**config.mk**
```make
export PLATFORM = sky130hd
export DESIGN_NAME = vx_barrier_unit_flat
export DESIGN_NICKNAME = d
export VERILOG_FILES = /design/src/rtl/vx_barrier_unit_pkg.sv /design/src/rtl/vx_barrier_unit_if.sv /design/src/rtl/vx_barrier_unit_entry.sv /design/src/rtl/vx_barrier_unit.sv /design/src/flat_wrapper.sv
export SDC_FILE = /design/constraint.sdc
export NUM_CORES = 1
export LEC_CHECK = 0
export CORE_UTILIZATION = 50
export DETAILED_ROUTE_END_ITERATION = 6
export DONT_BUFFER_PORTS = 1
export PLACE_DENSITY = 0.64
export SLEW_MARGIN = 40
export SYNTH_ARGS = -nofsm -noshare
export SYNTH_HDL_FRONTEND = slang
export SYNTH_HIERARCHICAL = 1
export SYNTH_SLANG_ARGS = --single-unit
export TNS_END_PERCENT = 20
```
**constraint.sdc**
```tcl
create_clock -name clk -period 1.6 [get_ports clk]
set_input_delay 0.24 -clock clk [delete_from_list [all_inputs] [get_ports clk]]
set_output_delay 0.24 -clock clk [all_outputs]
set_load 0.01 [all_outputs]
```
**src/rtl/vx_barrier_unit_pkg.sv**
```systemverilog
// Shared GPU types for the barrier unit: barrier request/release records and
// the sizing constants derived from the warp and barrier counts.
package vx_barrier_unit_pkg;

  localparam int DEF_NUM_WARPS    = 4;
  localparam int DEF_NUM_BARRIERS = 4;

  function automatic int up(input int x);
    return (x == 0) ? 1 : x;
  endfunction

  localparam int NW_BITS  = $clog2(DEF_NUM_WARPS);
  localparam int NW_WIDTH = up(NW_BITS);
  localparam int NB_BITS  = $clog2(DEF_NUM_BARRIERS);
  localparam int NB_WIDTH = up(NB_BITS);

  typedef struct packed {
    logic                valid;
    logic [NB_WIDTH-1:0] id;
    logic [NW_WIDTH-1:0] size_m1;
  } gpu_barrier_t;

  localparam int GPU_BARRIER_BITS = $bits(gpu_barrier_t);

  typedef struct packed {
    logic                     valid;
    logic [DEF_NUM_WARPS-1:0] wmask;
  } gpu_barrier_release_t;

  localparam int GPU_BARRIER_RELEASE_BITS = $bits(gpu_barrier_release_t);

endpackage

```
**src/rtl/vx_barrier_unit_if.sv**
```systemverilog
// Request/release bundle between the warp-control stage (master) and the
// barrier unit (slave).
interface vx_barrier_unit_if
  import vx_barrier_unit_pkg::*;
#(
  parameter int NUM_WARPS = DEF_NUM_WARPS
) ();

  gpu_barrier_t          barrier_in;
  logic [NW_WIDTH-1:0]   barrier_wid;
  logic                  release_valid;
  logic [NUM_WARPS-1:0]  release_wmask;
  logic [NUM_WARPS-1:0]  stalled_wmask;
  logic                  busy;

  modport master (
    output barrier_in, barrier_wid,
    input  release_valid, release_wmask, stalled_wmask, busy
  );

  modport slave (
    input  barrier_in, barrier_wid,
    output release_valid, release_wmask, stalled_wmask, busy
  );

endinterface

```
**src/rtl/vx_barrier_unit_entry.sv**
```systemverilog
// One barrier slot: pending-warp mask plus arrival counter. Flags completion
// combinationally so the top level can register the release pulse.
module vx_barrier_unit_entry
  import vx_barrier_unit_pkg::*;
#(
  parameter int NUM_WARPS = DEF_NUM_WARPS
) (
  input  logic                 clk,
  input  logic                 reset_n,
  input  logic                 req_i,
  input  logic [NW_WIDTH-1:0]  wid_i,
  input  logic [NW_WIDTH-1:0]  size_m1_i,
  output logic [NUM_WARPS-1:0] mask_o,
  output logic                 complete_o,
  output logic [NUM_WARPS-1:0] rel_mask_o
);

  logic [NUM_WARPS-1:0] mask_q, mask_d;
  logic [NW_WIDTH-1:0]  cnt_q, cnt_d;
  logic [NUM_WARPS-1:0] wid_oh;
  logic                 dup;
  logic                 hit;

  always_comb begin
    wid_oh        = '0;
    wid_oh[wid_i] = 1'b1;
  end

  // A warp already waiting here is ignored outright; size_m1 is only ever
  // taken from the request being evaluated, never stored.
  assign dup = req_i && ((mask_q & wid_oh) != '0);
  assign hit = req_i && !dup && (cnt_q == size_m1_i);

  always_comb begin
    mask_d = mask_q;
    cnt_d  = cnt_q;
    if (hit) begin
      mask_d = '0;
      cnt_d  = '0;
    end else if (req_i && !dup) begin
      mask_d = mask_q | wid_oh;
      cnt_d  = cnt_q + 1'b1;
    end
  end

  always_ff @(posedge clk or negedge reset_n) begin
    if (!reset_n) begin
      mask_q <= '0;
      cnt_q  <= '0;
    end else begin
      mask_q <= mask_d;
      cnt_q  <= cnt_d;
    end
  end

  assign mask_o     = mask_q;
  assign complete_o = hit;
  assign rel_mask_o = mask_q | wid_oh;

  dup_arrival_c: cover property (@(posedge clk) disable iff (!reset_n) dup);

endmodule

```
**src/rtl/vx_barrier_unit.sv**
```systemverilog
// Barrier unit top: routes each request to its slot, registers the single
// release pulse and OR-reduces the pending masks into stalled/busy.
module vx_barrier_unit
  import vx_barrier_unit_pkg::*;
#(
  parameter int NUM_WARPS    = DEF_NUM_WARPS,
  parameter int NUM_BARRIERS = DEF_NUM_BARRIERS
) (
  input  logic               clk,
  input  logic               reset_n,
  vx_barrier_unit_if.slave   bar_if
);

  logic [NUM_WARPS-1:0] slot_mask [NUM_BARRIERS];
  logic [NUM_WARPS-1:0] slot_rel  [NUM_BARRIERS];
  logic [NUM_BARRIERS-1:0] slot_done;

  gpu_barrier_release_t release_q, release_d;
  logic [NUM_WARPS-1:0] stalled;

  for (genvar b = 0; b < NUM_BARRIERS; b++) begin : g_slot
    logic req;
    assign req = bar_if.barrier_in.valid && (bar_if.barrier_in.id == NB_WIDTH'(b));

    vx_barrier_unit_entry #(
      .NUM_WARPS (NUM_WARPS)
    ) u_entry (
      .clk        (clk),
      .reset_n    (reset_n),
      .req_i      (req),
      .wid_i      (bar_if.barrier_wid),
      .size_m1_i  (bar_if.barrier_in.size_m1),
      .mask_o     (slot_mask[b]),
      .complete_o (slot_done[b]),
      .rel_mask_o (slot_rel[b])
    );
  end

  // Only the addressed slot can complete, so at most one term is non-zero.
  always_comb begin
    release_d.valid = |slot_done;
    release_d.wmask = '0;
    for (int b = 0; b < NUM_BARRIERS; b++) begin
      if (slot_done[b]) release_d.wmask = release_d.wmask | slot_rel[b];
    end
  end

  always_ff @(posedge clk or negedge reset_n) begin
    if (!reset_n) begin
      release_q <= '0;
    end else begin
      release_q <= release_d;
    end
  end

  always_comb begin
    stalled = '0;
    for (int b = 0; b < NUM_BARRIERS; b++) begin
      stalled = stalled | slot_mask[b];
    end
  end

  assign bar_if.release_valid = release_q.valid;
  assign bar_if.release_wmask = release_q.wmask;
  assign bar_if.stalled_wmask = stalled;
  assign bar_if.busy          = |stalled;

endmodule

```
**src/flat_wrapper.sv**
```systemverilog
// flat-port wrapper written by rule: the top's interface ports become plain ports
module vx_barrier_unit_flat import vx_barrier_unit_pkg::*;
#(
  parameter int NUM_WARPS    = DEF_NUM_WARPS,
  parameter int NUM_BARRIERS = DEF_NUM_BARRIERS
)
  (clk, reset_n, bar_if_barrier_in, bar_if_barrier_wid, bar_if_release_valid, bar_if_release_wmask, bar_if_stalled_wmask, bar_if_busy);
  vx_barrier_unit_if #(.NUM_WARPS(NUM_WARPS)) bar_if_i ();
  input  logic clk;
  input  logic reset_n;
  input wire logic [$bits(bar_if_i.barrier_in)-1:0] bar_if_barrier_in;
  input wire logic [$bits(bar_if_i.barrier_wid)-1:0] bar_if_barrier_wid;
  output wire logic [$bits(bar_if_i.release_valid)-1:0] bar_if_release_valid;
  output wire logic [$bits(bar_if_i.release_wmask)-1:0] bar_if_release_wmask;
  output wire logic [$bits(bar_if_i.stalled_wmask)-1:0] bar_if_stalled_wmask;
  output wire logic [$bits(bar_if_i.busy)-1:0] bar_if_busy;
  assign bar_if_i.barrier_in = bar_if_barrier_in;
  assign bar_if_i.barrier_wid = bar_if_barrier_wid;
  assign bar_if_release_valid = bar_if_i.release_valid;
  assign bar_if_release_wmask = bar_if_i.release_wmask;
  assign bar_if_stalled_wmask = bar_if_i.stalled_wmask;
  assign bar_if_busy = bar_if_i.busy;
  vx_barrier_unit #(.NUM_WARPS(NUM_WARPS), .NUM_BARRIERS(NUM_BARRIERS)) u_core (.clk(clk), .reset_n(reset_n), .bar_if(bar_if_i));
endmodule
```
==> results_dict.tcl, run 1 <==
set metrics [dict create \
    netlist_area_mm2 0.00172 \
    final_hold_viol_count 0 \
    crit_fanout 2 \
    synth.avg_cell_area_um2 9.99 \
    dp_cells 247 \
    yosys-top-cells-area "dfrtp_1 42%, o22ai_4 4.7%, nand2_1 4.6%" \
    drtPass1Iterations 4 \
    topRoutingLayerUsed "met4" \
    ys_seq_area_frac 0.422 \
    stdcell_area_mm2 0.00214 \
    place_hpwl_mm 2.94 \
    ctsRootBufferMaster "clkbuf_4" \
    vias 1458 \
    end_kind "primary output" \
    path_clk_slew_ps 90 \
    ant_nets 0 \
    clock_skew_ps 6.21 \
    initial_core_util 0.545 \
    arrival_ps 1830 \
    syn_inst 172 \
    antenna_found_initial 0 \
    worst-setup-path-type "flop to primary output" \
    synth.distinct_cells 25 \
    htree_levels 2 \
    gp_congestion 0.855 \
    finalNonFillerCells 259 \
    portBuffers 0 \
    yosys_warnings 6 \
    grt_pass1_wl_mm 6.69 \
    areaGrowthSynthToFinish_pct 24.6 \
    drc 0 \
    clk_path_buf_depth 2 \
    cts_tree "built" \
    hold-worst-slack_ps 153 \
    drtIter0Drc 151 \
    worstPathRequired_ps 1360 \
    core_mm2 0.00315 \
    finalWorstSetupSlack_ps -473 \
    clock-sinks 29 \
    synth_seq_cells 29 \
    die_w_um 60.6 \
    violations "negative setup slack" \
    route.met2.wl_mm 2.04 \
    grt_pass1_vias 1469 \
    ir_drop_v 0.000819 \
    fin_nets 223 \
    diodes 0 \
    rows 20 \
    finalCritPeriodShare 1.30 \
    die_y_um 60.6 \
    rsz0062_at_grt "yes" \
    min_path_type "input pin to flop" \
    syn-num-nets 181 \
    setup_violations 6 \
    grt_max_degree 30 \
    finalCriticalPeriod_ps 2070 \
    post_drt_wl_per_cell_um 15.8 \
    routed_wl_mm 4.09 \
    io_pins 19 \
    track_usage 0.256 \
    dpl_cell_area_mm2 0.00201 \
    grt_overflow 0 \
    dieArea_mm2 0.00367 \
    fin_setup_tns_ps -962 \
    n_fill_cell 271 \
    drt-met1-wl_mm 1.77 \
    drv_cap 0 \
    slew_headroom 0.810 \
    preCtsSetupSlack_ps -129 \
    report.final.slew_viol_count 0 \
    power.total_mw 2.50 \
    worst_pin_slew_ps 285 \
    wl_met3_um 197 \
    synth_top_area_cell "dfrtp_1" \
    fin_util 0.679 \
    outcome "finished, violations left" \
    cp-start-kind "flop" \
    leakagePower_nw 1.10 \
    cts_buffers 5 \
    clock.fmax_mhz 482 \
    via_per_inst 5.63 \
    drive_gt1_frac 0.349 \
    powerDensity_mw_per_mm2 1170 \
    clk_latency_ps 340 \
    synth_top_area_share 0.422 \
]
-- placed cells by master, fill, tap and decap left out --
cell           instances
inv_1                 16
and3_1                 1
and2b_4                4
or2b_2                 4
buf_4                 28
buf_6                  5
a21boi_1               2
nand2_1               21
xnor2_1                8
dfrtp_1               29
o22ai_4                4
clkbuf_1               3
or4_4                  6
a21o_2                 8
a22oi_1                8
nor3b_1                1
a21boi_2               2
buf_12                 1
mux2_2                 3
and3b_1                1
clkbuf_4               5
o22ai_1                4
a41oi_1                4
dlygate4sd3_1          1
a21o_1                 4
o21bai_1               4
nor2_1                17
mux2_4                 5
o21ai_0               12
mux2i_1                4
-- cell families after synthesis --
kind of cell           share of synthesized area
buffers and inverters                     0.0350
AO/OA/AOI/OAI                              0.247
flip-flops                                 0.422
XOR/XNOR                                  0.0408
AND/OR/NAND/NOR                            0.170
multiplexers                              0.0845
-- worst paths after layout --
check / from / cells past startpoint / end / slack, ps
worst max-delay path: u_core/g_slot[1].u_entry/mask_o[2] / 2 / bar_if_busy / -470
worst min-delay path: bar_if_barrier_wid[1] / 3 / u_core/bar_if.release_wmask[0] / 150
worst max register to register: u_core/g_slot[1].u_entry/mask_o[2] / 6 / u_core/bar_if.release_valid / -40
worst min register to register: u_core/g_slot[2].u_entry/cnt_q[1] / 2 / u_core/g_slot[2].u_entry/cnt_q[1] / 590
max in group asynchronous: reset_n / 2 / u_core/bar_if.release_wmask[1] / 1080
min in group asynchronous: reset_n / 2 / u_core/bar_if.release_wmask[2] / 360
-- flip-flops by register name, indices dropped and copies added (netlist names) --
signal / flops
u_core/bar_if.release_wmask: 4
u_core/bar_if.release_valid: 1
u_core/g_slot.u_entry/mask_o: 16
u_core/g_slot.u_entry/cnt_q: 8
-- where the power goes --
group / switching (mW) / internal [mW]
clock: 0.255 / 0.175
sequential: 0.130 / 0.904
combinational: 0.456 / 0.577
-- Yosys cell counts (all sizes together) --
| library cell | count |
|---|---|
| and3 | 1 |
| dfrtp | 29 |
| o22ai | 8 |
| xnor2 | 8 |
| o21bai | 4 |
| or2b | 4 |
| a21boi | 4 |
| nor3b | 1 |
| a41oi | 4 |
| o21ai | 12 |
| mux2i | 4 |
| a22oi | 8 |
| and3b | 1 |
| inv | 16 |
| a21o | 12 |
| mux2 | 8 |
| nand2 | 21 |
| nor2 | 17 |
| or4 | 6 |
| and2b | 4 |
-- critical path, cell delays in order, from the launching register on --
cell     delay (ps)
dfrtp_1         400
or4_4           540
or4_4           570
-- metal layers --
| layer | up-vias | track usage |
|---|---|---|
| met4 | 0 | 0.101 |
| li1 | 691 | - |
| met5 | - | 0 |
| met3 | 9 | 0.0640 |
| met1 | 714 | 0.336 |
| met2 | 44 | 0.407 |
-- area by class of cell --
| cell class | count | area (um2) | share of cell area |
|---|---|---|---|
| Clock buffer | 8 | 48.8 | 0.0228 |
| Inverter | 16 | 60.1 | 0.0281 |
| Multi-Input combinational cell | 127 | 955 | 0.446 |
| Sequential cell | 29 | 726 | 0.339 |
| Tap cell | 44 | 55.1 | 0.0257 |
| Timing Repair Buffer | 35 | 297 | 0.139 |
-- what timing repair did --
item                                    4_1_cts  5_1_grt
endpoints found under the hold margin        29        0
resized for setup                             2        8
pin swaps                                     0        1
endpoints found under the setup margin        5        7
buffers inserted                              1        1
hold buffers                                  2        0
Power figures use the tool's default switching activity.
==> inputs of run 2 (changes only) <==
Settings changed: PLACE_DENSITY 0.64 to 0.78.
==> results_dict.tcl, run 2 (synthesis results as in run 1) <==
set metrics [dict create \
    outcome "finished, violations left" \
    violations "negative setup slack" \
    final_common_cell "dfrtp_1" \
    ctsRootBufferMaster "clkbuf_4" \
    drc 0 \
    initial_core_util 0.545 \
    setup_violations 5 \
    drv_cap 0 \
    worst-setup-path-type "flop to primary output" \
    track_usage 0.260 \
    finalCritPeriodShare 1.31 \
    areaGrowthSynthToFinish_pct 23.2 \
    clock.fmax_mhz 478 \
    fin_util 0.671 \
    slew_headroom 0.776 \
    core_mm2 0.00315 \
    drtPass1Iterations 4 \
    diodes 0 \
    routed_wl_mm 4.05 \
    clk_path_buf_depth 2 \
    cp-start-kind "flop" \
    busiest_layer "met2" \
    reg2regPathDepth 5 \
    report.final.slew_viol_count 0 \
    cts_setup_buffers 0 \
    grt_overflow 0 \
    grt_max_degree 30 \
    portBuffers 0 \
    clock-sinks 29 \
    ant_nets 0 \
    worstPathRequired_ps 1360 \
    drtIter0Drc 61 \
    end_kind "primary output" \
    use_met1 0.294 \
    vias 1450 \
    power.total_mw 2.67 \
    io_pins 19 \
    rsz0062_at_grt "yes" \
    dieArea_mm2 0.00367 \
    rows 20 \
    path_clk_slew_ps 110 \
    htree_levels 2 \
    grtUsageMet3 0.0810 \
    ir_drop_v 0.000652 \
    dpl_cell_area_mm2 0.00197 \
    use_met2 0.463 \
    post_drt_wl_per_cell_um 16.1 \
    min_path_cells 3 \
    finalCriticalPeriod_ps 2090 \
    place_hpwl_mm 3.10 \
    worst_pin_slew_ps 335 \
    clock_skew_ps 12.6 \
    powerDensity_mw_per_mm2 1260 \
    leakagePower_nw 1.08 \
    hold-worst-slack_ps 150 \
    die_w_um 60.6 \
    via_per_inst 5.75 \
    grt_pass1_vias 1503 \
    gp_congestion 0.882 \
    final_cell_mix "29 x dfrtp_1, 23 x buf_4, 21 x nand2_1" \
    die_y_um 60.6 \
    drive_gt1_frac 0.337 \
    final_hold_viol_count 0 \
    arrival_ps 1850 \
    grt_pass1_wl_mm 6.71 \
    stdcell_area_mm2 0.00212 \
    finalWorstSetupSlack_ps -491 \
    preCtsSetupSlack_ps -122 \
    cts_tree "built" \
    min_path_type "input pin to flop" \
    largest_reg_flops 16 \
    cts_buffers 5 \
    fin_nets 216 \
    antenna_found_initial 0 \
    crit_fanout 2 \
    clk_latency_ps 340 \
]
-- run 2: metal layers --
metal,part of all wire,wire [um],vias to the layer above
li1,-,-,685
met3,0.042,171,7
met1,0.43,1740,722
met5,0,0,-
met2,0.51,2080,36
met4,0.015,62,0
-- run 2: final cells by class --
| class | instances | area (um2) |
|---|---|---|
| clock buffers | 6 | 51.3 |
| clock inverters | 2 | 37.5 |
| fillers | 252 | 1040 |
| inverters | 16 | 60.1 |
| multi-input cells | 127 | 951 |
| flip-flops and latches | 29 | 726 |
| well taps | 44 | 55.1 |
| repair buffers | 28 | 236 |
-- run 2: through the flow --
step | TNS [ps] | cells
2_1_floorplan | -130 | 172
3_3_place_gp | -96.3 | 242
3_5_place_dp | -259 | 242
4_1_cts | -817 | 252
5_1_grt | -1220 | 252
6_report | -781 | 252
-- run 2: final timing paths --
kind | from | to | slack (ps)
max in group asynchronous | reset_n | u_core/g_slot[1].u_entry/mask_o[1] | 1100
hold / removal | bar_if_barrier_wid[0] | u_core/g_slot[2].u_entry/mask_o[0] | 150
min in group asynchronous | reset_n | u_core/bar_if.release_valid | 320
setup reg to reg | u_core/g_slot[0].u_entry/mask_o[3] | u_core/bar_if.release_valid | 10
hold reg to reg | u_core/g_slot[2].u_entry/cnt_q[0] | u_core/g_slot[2].u_entry/cnt_q[1] | 590
setup / recovery | u_core/g_slot[3].u_entry/mask_o[0] | bar_if_busy | -490
-- run 2: where the power goes --
part	leakage, nW	total, mW	switching, mW	internal, mW
combinational	0.649	1.00	0.462	0.540
clock	0.0445	0.643	0.272	0.371
sequential	0.382	1.03	0.125	0.903
-- run 2: worst max-delay path: stages (launching register included) --
cell and delay (ps):
dfrtp_1 390, or4_4 550, or4_4 560
-- run 2: timing repair --
item	in CTS	in global routing
hold endpoints to repair	29	0
resized for setup	6	1
pin swaps	3	1
hold buffers	2	0
endpoints found under the setup margin	6	10
==> inputs of run 3 (changes only) <==
Settings changed: PLACE_DENSITY 0.78 to default, PLACE_DENSITY_LB_ADDON from default to 0.25.
==> results_dict.tcl, run 3 (synthesis results as in run 1) <==
set metrics [dict create \
    cts_setup_buffers 0 \
    routed_wl_mm 3.88 \
    grt_pass1_wl_mm 6.34 \
    drive_gt1_frac 0.325 \
    place_hpwl_mm 2.88 \
    finalWorstSetupSlack_ps -479 \
    hold-worst-slack_ps 151 \
    clock.fmax_mhz 481 \
    cts_buffers 5 \
    seq_area_um2 726 \
    leakagePower_nw 1.05 \
    final_cell_mix "29 x dfrtp_1, 21 x nand2_1, 19 x buf_4" \
    track_usage 0.251 \
    clk_path_buf_depth 2 \
    clk_latency_ps 340 \
    final_common_cell "dfrtp_1" \
    fin_util 0.656 \
    arrival_ps 1840 \
    drv_cap 0 \
    core_mm2 0.00315 \
    cpMostUsedCell "or4_4" \
    areaGrowthSynthToFinish_pct 20.4 \
    slowest_delay_ps 580 \
    min_path_cells 3 \
    dp_cells 240 \
    n_fill_cell 267 \
    outcome "finished, violations left" \
    vias 1406 \
    worstPathRequired_ps 1360 \
    largest_reg_flops 16 \
    slew_headroom 0.837 \
    drtPass1Iterations 5 \
    gp_congestion 0.784 \
    drtIter0Drc 37 \
    die_w_um 60.6 \
    ctsRootBufferMaster "clkbuf_4" \
    rows 20 \
    drc 0 \
    stdcell_area_mm2 0.00207 \
    clkPwrFrac 0.173 \
    finalNonFillerCells 250 \
    antenna_found_initial 0 \
    portBuffers 0 \
    clock_skew_ps 9.18 \
    violations "negative setup slack" \
    dieArea_mm2 0.00367 \
    comb_power_share 0.405 \
    finalCritPeriodShare 1.30 \
    grt_pass1_vias 1336 \
    die_y_um 60.6 \
    multi_input_area_um2 947 \
    report.final.slew_viol_count 0 \
    powerDensity_mw_per_mm2 1180 \
    rsz0062_at_grt "yes" \
    via_per_inst 5.62 \
    path_cells "or4_4 -> or4_4" \
    fin_nets 214 \
    worst_pin_slew_ps 243 \
    clock-sinks 29 \
    cp-start-kind "flop" \
    ir_drop_v 0.000703 \
    power.switching_mw 0.820 \
    pwr-share-seq 0.422 \
    intPower_mw 1.61 \
    initial_core_util 0.545 \
    min_path_type "input pin to flop" \
    critPathSlowestCell "or4_4" \
    worst-setup-path-type "flop to primary output" \
    final_hold_viol_count 0 \
    setup_violations 5 \
    grt_overflow 0 \
    end_kind "primary output" \
    reg2regPathDepth 5 \
    path_clk_slew_ps 90 \
    grt_max_degree 30 \
    io_pins 19 \
    cts_tree "built" \
    finalCriticalPeriod_ps 2080 \
    diodes 0 \
    swShare 0.337 \
    ant_nets 0 \
    post_drt_wl_per_cell_um 15.5 \
    crit_fanout 2 \
    preCtsSetupSlack_ps -126 \
    dpl_cell_area_mm2 0.00196 \
    htree_levels 2 \
]
## run 3: changes by cell type in the layout (fill, tap and decap cells not counted), sizes merged
cell	previous run	this run
clkinvlp	1	0
buf	27	25
bufinv	1	0
clkinv	0	2
## run 3: through the flow
step / power (mW) / TNS (ps)
detailed placement: 1.98 / -126
global placement: 1.94 / -99.8
finish: 2.43 / -876
floorplan: 1.66 / -130
CTS: 2.44 / -953
global route: 2.61 / -1090
## run 3: worst max-delay path, delay by kind of cell, from the launching register on
kind	cells	cell delay, ps
flops	1	390
simple gates	2	1130
## run 3: timing repair
action,CTS,global route
pin swaps,3,1
hold endpoints to repair,29,0
hold buffers,2,0
resized for setup,3,5
setup endpoints to repair,5,7
## run 3: final timing paths
kind,end,from,slack [ps]
worst min register to register,u_core/g_slot[3].u_entry/cnt_q[1],u_core/g_slot[3].u_entry/cnt_q[1],580
min in group asynchronous,u_core/g_slot[3].u_entry/mask_o[0],reset_n,360
worst max-delay path,bar_if_busy,u_core/g_slot[2].u_entry/mask_o[0],-480
worst min-delay path,u_core/bar_if.release_wmask[3],bar_if_barrier_wid[0],150
worst max register to register,u_core/bar_if.release_valid,u_core/g_slot[0].u_entry/mask_o[3],10
max in group asynchronous,u_core/g_slot[3].u_entry/cnt_q[1],reset_n,1070
## run 3: per-layer routing
metal  up-vias  global-route usage  routed length, um
met5         -                   0                  0
met4         0              0.0974                 58
met3         8              0.0746                242
met2        37               0.424               1940
met1       677               0.301               1640
li1        684                   -                  -
## run 3: layout make-up
cell class,instances,area share
Clock buffer,6,0.0200
Clock inverter,2,0.00484
Inverter,16,0.0290
Multi-Input combinational cell,127,0.458
Sequential cell,29,0.351
Tap cell,44,0.0266
Timing Repair Buffer,26,0.111
## run 3: power by group through the flow
stage / Sequential (mW) / Combinational (mW) / Clock, mW
floorplan: 1.03 / 0.620 / 0
global placement: 1.03 / 0.908 / 0
detailed placement: 1.05 / 0.937 / 0
CTS: 1.03 / 0.973 / 0.441
global route: 1.05 / 1.09 / 0.467
finish: 1.03 / 0.986 / 0.420
